### config.mk
export PLATFORM = sky130hd
export DESIGN_NAME = cmpl_rr_arbiter
export DESIGN_NICKNAME = d
export VERILOG_FILES = /design/src/rtl/cmpl_rr_arbiter.sv
export SDC_FILE = /design/constraint.sdc
export NUM_CORES = 1
export LEC_CHECK = 0
export ABC_CLOCK_PERIOD_IN_PS = 4500
export BUFFER_PORTS_ARGS = -buffer_cell sky130_fd_sc_hd__buf_2
export CORE_MARGIN = 5
export CORE_UTILIZATION = 35
export CTS_BUF_LIST = sky130_fd_sc_hd__clkbuf_8 sky130_fd_sc_hd__clkbuf_16
export DETAILED_ROUTE_END_ITERATION = 12
export GPL_ROUTABILITY_DRIVEN = 0
export SLEW_MARGIN = 20
export SYNTH_ARGS = -nofsm -noshare
export SYNTH_HDL_FRONTEND = slang
export SYNTH_SLANG_ARGS = --single-unit
### constraint.sdc
create_clock -name clk -period 4.5 [get_ports clk]
set_input_delay 0.9 -clock clk [delete_from_list [all_inputs] [get_ports clk]]
set_output_delay 0.9 -clock clk [all_outputs]
set_load 0.01 [all_outputs]
### src/rtl/cmpl_rr_arbiter.sv
// cmpl_rr_arbiter: round-robin arbiter that moves one engine return word per
// grant into a one-entry output register. The register is drained toward the
// completion block with a valid/ready handshake and a running completion
// count is kept. A simultaneous drain and load sustains one word per cycle.
module cmpl_rr_arbiter #(
    parameter  int KERNEL_NUM   = 2,
    parameter  int RETURN_WIDTH = 41,
    parameter  int CNT_WIDTH    = 32,
    localparam int IDX_W        = (KERNEL_NUM > 1) ? $clog2(KERNEL_NUM) : 1
) (
    input  logic                             clk,
    input  logic                             rst,
    input  logic                             arb_enable_i,
    input  logic [KERNEL_NUM-1:0]            complete_ready_i,
    input  logic [RETURN_WIDTH*KERNEL_NUM-1:0] complete_data_i,
    output logic [KERNEL_NUM-1:0]            complete_accept_o,
    output logic                             push_o,
    output logic [RETURN_WIDTH-1:0]          push_data_o,
    input  logic                             sink_ready_i,
    output logic [IDX_W-1:0]                 grant_idx_o,
    output logic [CNT_WIDTH-1:0]             cmpl_count_o,
    output logic                             busy_o
);

    typedef enum logic {EMPTY, FULL} state_t;

    state_t                  state;
    logic [IDX_W-1:0]        rr_ptr;
    logic [IDX_W-1:0]        win_idx;
    logic                    win_found;
    logic [RETURN_WIDTH-1:0] win_word;
    logic                    drain;
    logic                    load;

    assign push_o = (state == FULL);
    assign drain  = push_o && sink_ready_i;
    assign load   = !rst && arb_enable_i && (!push_o || drain) && win_found;
    assign busy_o = push_o || (|complete_ready_i);

    // Pick the first requester after the last granted engine, wrapping around.
    always_comb begin
        logic [IDX_W-1:0] cand;
        win_found = 1'b0;
        win_idx   = '0;
        cand      = '0;
        for (int unsigned i = 1; i <= KERNEL_NUM; i++) begin
            cand = IDX_W'((32'(rr_ptr) + i) % KERNEL_NUM);
            if (!win_found && complete_ready_i[cand]) begin
                win_found = 1'b1;
                win_idx   = cand;
            end
        end
    end

    // Select the winning engine's return word.
    always_comb begin
        win_word = '0;
        for (int unsigned k = 0; k < KERNEL_NUM; k++) begin
            if (IDX_W'(k) == win_idx) begin
                win_word = complete_data_i[k*RETURN_WIDTH +: RETURN_WIDTH];
            end
        end
    end

    // One-hot accept strobe to the granted engine in the load cycle.
    always_comb begin
        complete_accept_o = '0;
        if (load) begin
            complete_accept_o[win_idx] = 1'b1;
        end
    end

    // Output register, round-robin pointer and completion counter.
    always_ff @(posedge clk) begin
        if (rst) begin
            state        <= EMPTY;
            push_data_o  <= '0;
            grant_idx_o  <= '0;
            cmpl_count_o <= '0;
            rr_ptr       <= IDX_W'(KERNEL_NUM - 1);
        end else begin
            if (load) begin
                state       <= FULL;
                push_data_o <= win_word;
                grant_idx_o <= win_idx;
                rr_ptr      <= win_idx;
            end else if (drain) begin
                state <= EMPTY;
            end
            if (drain) begin
                cmpl_count_o <= cmpl_count_o + 1'b1;
            end
        end
    end

endmodule

==> results of run 1 <==
==> cells by family (layout without fill, tap and decap cells) <==
group	Yosys count	after routing	share of synthesized area
AND/OR/NAND/NOR	145	145	0.214
flip-flops	76	76	0.436
AO/OA/AOI/OAI	74	74	0.144
multiplexers	47	47	0.137
buffers and inverters	33	188	0.0383
XOR/XNOR	11	11	0.0276
adder cells (fa/ha/maj)	1	1	0.00358
==> flip-flops by register name (all words and copies together) (netlist names) <==
| name | cells |
|---|---|
| cmpl_count_o | 32 |
| grant_idx_o | 1 |
| push_data_o | 41 |
| push_o | 1 |
| rr_ptr | 1 |
==> power by group through the flow <==
stage,sequential (W),combinational (W),clock [W]
final,0.000715,0.000189,0.000617
after global routing,0.000719,0.000213,0.000666
after CTS,0.000715,0.000193,0.000639
after detailed placement,0.000730,0.000193,0
after global placement,0.000730,0.000189,0
after floorplan,0.000741,0.0000949,0
==> stage by stage <==
step / hold slack [ns] / total power (W) / instances / util / setup slack, ns
6_report: 0.467 / 0.00152 / 675 / 0.475 / 1.61
3_5_place_dp: 0.454 / 0.000923 / 660 / 0.451 / 1.61
4_1_cts: 0.464 / 0.00155 / 675 / 0.475 / 1.60
2_1_floorplan: 0.430 / 0.000836 / 387 / - / 1.88
5_1_grt: 0.505 / 0.00160 / 675 / 0.475 / 1.50
3_3_place_gp: 0.454 / 0.000919 / 660 / 0.451 / 1.64
==> metal layers <==
layer / GRT usage / vias to the layer above
li1: - / 1721
met1: 0.211 / 1542
met2: 0.245 / 121
met3: 0.0640 / 13
met4: 0.0508 / 0
met5: 0 / -
==> cell usage after synthesis <==
| cell | n |
|---|---|
| dfxtp_1 | 76 |
| nor2_1 | 60 |
| a211oi_1 | 41 |
| mux2i_1 | 41 |
| clkbuf_1 | 21 |
| nand2_1 | 17 |
| a21oi_1 | 16 |
| nand4_1 | 10 |
| nor4_1 | 10 |
| o31ai_1 | 9 |
| or4_1 | 9 |
| nand3_1 | 7 |
| nor2b_1 | 7 |
| or3_1 | 7 |
| xnor2_1 | 7 |
| and4_1 | 6 |
| mux2_2 | 6 |
| o21ai_0 | 6 |
| inv_1 | 5 |
| buf_1 | 4 |
| xor2_1 | 4 |
| and3_1 | 3 |
| nor3_1 | 3 |
| and2_1 | 2 |
| buf_2 | 2 |
| nand2b_1 | 2 |
| a211o_1 | 1 |
| a21boi_0 | 1 |
| buf_6 | 1 |
| ha_1 | 1 |
| nand4_4 | 1 |
| or4_4 | 1 |
==> layout make-up <==
type | instances | area [um^2] | area share
Sequential cell | 76 | 1520 | 0.327
Clock inverter | 5 | 101 | 0.0218
Inverter | 5 | 18.8 | 0.00404
Clock buffer | 10 | 138 | 0.0296
Tap cell | 133 | 166 | 0.0358
Multi-Input combinational cell | 278 | 1850 | 0.399
Timing Repair Buffer | 168 | 848 | 0.183
==> final timing paths <==
path | end
worst min register to register | grant_idx_o$_SDFFE_PP0P_
worst min-delay path | grant_idx_o$_SDFFE_PP0P_
worst max-delay path | complete_accept_o[0]
worst max register to register | cmpl_count_o[31]$_SDFFE_PP0P_
==> cell usage in the layout, fill, tap and decap left out, drive strengths merged, types with 10 or more instances in the layout <==
cell / count
mux2i: 41
nand2: 17
dfxtp: 76
or4: 10
nand4: 11
a21oi: 16
buf: 168
nor4: 10
a211oi: 41
clkbuf: 10
nor2: 60
==> critical path, cell delays in order <==
cell	delay [ns]
buf_2	0.11
a21boi_4	0.18
buf_4	0.56
nor2_1	0.07
buf_2	0.16
==> reports/summary.txt, run 1 <==
CP Max Fanout -> 42
Clk_lat worst skew -> 0.34 ns
Port Buffers -> 165
Switch Pwr -> 0.000355 W
Yosys top cell area share -> 0.436
ANT nets after route -> 0
# fillers -> 970
Initial antenna violation count -> 0
Core ar. -> 9770 um^2
Area of placed instances -> 4410 um^2
Hold_sp -> grant_idx_o$_SDFFE_PP0P_
# DRC -> 0
Post-CTS repair timing setup buffer count -> 0
Mapped Cells -> 387
First-pass DRT Iterations -> 4
#FFs+latches synth -> 76
Clk buf depth -> 2
CTS Hold Bufs -> 0
Ant diodes -> 0
Syn_nets -> 476
First-pass GRT wire length -> 15.7 mm
VDD IR max -> 0.142 mV
WP data required -> 3.60 ns
Top sig layer -> met4
TritonCTS buffer count -> 9
DR WL/cell -> 14.3 um
Fmax -> 0.346 GHz
Die Wd -> 110 um
Cell taking the most area after synthesis -> dfxtp_1
Synth warnings -> 0
Combinational share of power -> 0.124
Setup-failing EPs final -> 0
Seq/Total Area, Yosys -> 0.436
Synthesis-to-layout area growth -> 33.1%
M1 WL -> 4.27 mm
Clock Power Share -> 0.405
CTS tree -> done
DIE HEIGHT -> 110 um
Hold Path Cell Cnt -> 2
Status -> finished, final reports clean
R2R setup slack -> 2.17 ns
Nets -> 627
Largest net degree at the start of global routing -> 83
GRT Total Usage -> 0.162
Arr. time, crit path -> 1.99 ns
IO Count -> 166
Initial Utilization -> 0.357
Switching power share of the total -> 0.233
Lkg Pwr -> 2.02 nW
Power Density -> 328 nW/um^2
Metal3 WL -> 868 um
Detailed Route Iter0 Violations -> 118
Via count -> 3397
Critical path class -> input pin to output port
Post-CTS resize count -> 0
Rel. slew slack -> 0.437
Clock transition at path regs -> 0.07 ns
Fin Setup TNS -> 0 ns
Worst setup EP type -> output port
Int Pwr -> 0.00117 W
FP Rows -> 36
Final count of hold timing violations -> 0
CP Launch Point -> complete_ready_i[1]
Layout cells sized above 1 -> 0.354
H-tree level count -> 3
Post-Syn Area per Cell -> 9.02 um^2
Total gr overflow -> 0
R2R Path Start -> cmpl_count_o[2]$_SDFFE_PP0P_
Yosys cell types -> 32
Vias in the first global route -> 3382
Minimum clock period after layout -> 2.89 ns
Slew Limit Fails -> 0
Total wire length -> 9.64 mm
Final Cell Area -> 4650 um^2
Min-delay worst type -> flop to flop
Seq pwr share -> 0.470
Final Cycle Share -> 0.642
Clock root cell -> clkbuf_8
Slew @ Worst Pin -> 0.844 ns
R2R cell count -> 4
Max Cap Violations -> 0
Clk sinks -> 76
Worst setup SP type -> input pin
RSZ-0062 raised after global routing -> false
Met2 Wirelength -> 4.34 mm
Die area -> 12100 um^2
Netlist Area Pre-Place -> 3490 um^2
Area contributors post-synth -> dfxtp_1 (44%), mux2i_1 (12%), a211oi_1 (8.8%)
Clk_skew -> 0.00983 ns
DP HPWL -> 7.18 mm
Vias per cell -> 5.03
Note: power is estimated with default switching activity, not from simulation.
==> run 2: changes to the inputs <==
ABC_CLOCK_PERIOD_IN_PS = 2500   (was 4500)
PLACE_DENSITY = 0.66   (was not set)
clock period = 2.5 ns   (was 4.5 ns; I/O delays follow)
==> reports/summary.txt, run 2 (synthesis results as in run 1) <==
Status -> finished, final reports clean
Initial antenna violation count -> 0
Nets -> 629
Layout cells sized above 1 -> 0.358
DP HPWL -> 7.28 mm
VDD IR max -> 0.258 mV
Reg with most FFs -> push_data_o
Pre-CTS WS -> 0.245 ns
TritonCTS buffer count -> 9
Commonest non-fill, non-tap cell in the layout -> buf_2
Largest register FFs -> 41
Arr. time, crit path -> 2.49 ns
Lkg Pwr -> 2.01 nW
Power Density -> 556 nW/um^2
Worst path slowest cell -> or4_4
CTS Hold Bufs -> 0
ANT nets after route -> 0
Clk buf depth -> 2
Clk_skew -> 0.0102 ns
WHS -> 0.462 ns
Synthesis-to-layout area growth -> 32.5%
Port Buffers -> 165
Total gr overflow -> 0
WP data required -> 2.72 ns
Max Cap Violations -> 0
Initial Utilization -> 0.357
Capturing point of the worst reg2reg path -> cmpl_count_o[28]$_SDFFE_PP0P_
R2R cell count -> 4
Clk sinks -> 76
Hold Crit Endpoint -> grant_idx_o$_SDFFE_PP0P_
GRT Total Usage -> 0.157
Worst path top cell family by delay -> simple AND/OR/NAND/NOR gates
Post-CTS repair timing setup buffer count -> 0
Clock transition at path regs -> 0.08 ns
Core ar. -> 9770 um^2
Min-delay worst type -> flop to flop
Max stage delay on crit path -> 0.72 ns
DIE HEIGHT -> 110 um
Worst setup SP type -> flop
CTS tree -> done
Commonest non-fill, non-tap cells in the layout -> buf_2 (165), dfxtp_1 (76), nor2_1 (60)
Fmax -> 0.440 GHz
Slew Limit Fails -> 0
Post-CTS resize count -> 0
Final WS setup -> 0.229 ns
Critical path class -> flop to flop
Hold_sp -> grant_idx_o$_SDFFE_PP0P_
Fin Setup TNS -> 0 ns
IO Count -> 166
Detailed Route Iter0 Violations -> 133
Vias in the first global route -> 3242
Total wire length -> 9.67 mm
Slew @ Worst Pin -> 0.846 ns
Vias per cell -> 4.96
Setup-failing EPs final -> 0
RSZ-0062 raised after global routing -> false
R2R setup slack -> 0.23 ns
Clock root cell -> clkbuf_8
Rel. slew slack -> 0.436
Final Cycle Share -> 0.909
WP buf/inv -> 0
Minimum clock period after layout -> 2.27 ns
Final count of hold timing violations -> 0
Hold Path Cell Cnt -> 2
First-pass GRT wire length -> 15.0 mm
# fillers -> 977
Largest registers -> push_data_o: 41 flops, cmpl_count_o: 32 flops
Die Wd -> 110 um
# DRC -> 0
Clk_lat worst skew -> 0.34 ns
DR WL/cell -> 14.2 um
H-tree level count -> 3
FP Rows -> 36
R2R Path Start -> cmpl_count_o[3]$_SDFFE_PP0P_
Via count -> 3365
CP Max Fanout -> 32
First-pass DRT Iterations -> 4
Worst-path cell chain -> nand4_4, or4_4, nor4_1, mux2_2
Die area -> 12100 um^2
Largest net degree at the start of global routing -> 83
Worst setup EP type -> flop
## run 2: cell types whose count changed in the layout (fill, tap and decap cells not counted), sizes merged
| cell | change |
|---|---|
| inv | +1 |
| buf | +2 |
| clkinv | +2 |
| diode | +1 |
| bufinv | -2 |
## run 2: worst max-delay path by stage
stage                                       startpoint                             to  slack, ns  cells after the start
after CTS                 cmpl_count_o[3]$_SDFFE_PP0P_  cmpl_count_o[28]$_SDFFE_PP0P_       0.22                      4
after global placement    cmpl_count_o[2]$_SDFFE_PP0P_  cmpl_count_o[31]$_SDFFE_PP0P_       0.36                      4
after global routing      cmpl_count_o[3]$_SDFFE_PP0P_  cmpl_count_o[21]$_SDFFE_PP0P_        0.1                      4
after floorplan           cmpl_count_o[2]$_SDFFE_PP0P_  cmpl_count_o[28]$_SDFFE_PP0P_       0.37                      5
final                     cmpl_count_o[3]$_SDFFE_PP0P_  cmpl_count_o[28]$_SDFFE_PP0P_       0.23                      4
after detailed placement  cmpl_count_o[3]$_SDFFE_PP0P_  cmpl_count_o[28]$_SDFFE_PP0P_       0.24                      4
## run 2: power by group
| part | leakage (nW) | switching (W) | internal (W) | total [W] |
|---|---|---|---|---|
| sequential | 0.619 | 0.0000287 | 0.00126 | 0.00129 |
| combinational | 1.29 | 0.000179 | 0.000162 | 0.000341 |
| clock | 0.104 | 0.000457 | 0.000489 | 0.000946 |
| total | 2.01 | 0.000665 | 0.00191 | 0.00257 |
## run 2: layer usage
layer  share of wire  vias up  track usage
met4          0.0084        0       0.0419
li1                -     1732            -
met3           0.099       10       0.0693
met5               0        -            0
met1            0.42     1494        0.182
met2            0.48      129        0.262
## run 2: final cells by class
cell class	count	area [um^2]	share of cell area
clock buffers	10	138	0.0297
inverters	5	18.8	0.00406
flip-flops and latches	76	1520	0.329
repair buffers	170	863	0.187
well taps	133	166	0.0360
multi-input cells	278	1850	0.400
diodes	1	2.50	0.000541
clock inverters	6	63.8	0.0138
## run 2: worst min-delay path: stages, from the launching register on
cell     delay [ns]
dfxtp_1        0.31
nand2_1        0.05
a21oi_1        0.05
## run 2: stage by stage
stage / power (W) / instances / cell area [um^2] / utilization
floorplan: 0.00150 / 387 / 3490 / -
global placement: 0.00165 / 662 / 4420 / 0.453
detailed placement: 0.00166 / 662 / 4420 / 0.453
CTS: 0.00262 / 678 / 4620 / 0.473
global route: 0.00271 / 678 / 4620 / 0.473
finish: 0.00257 / 679 / 4630 / 0.473
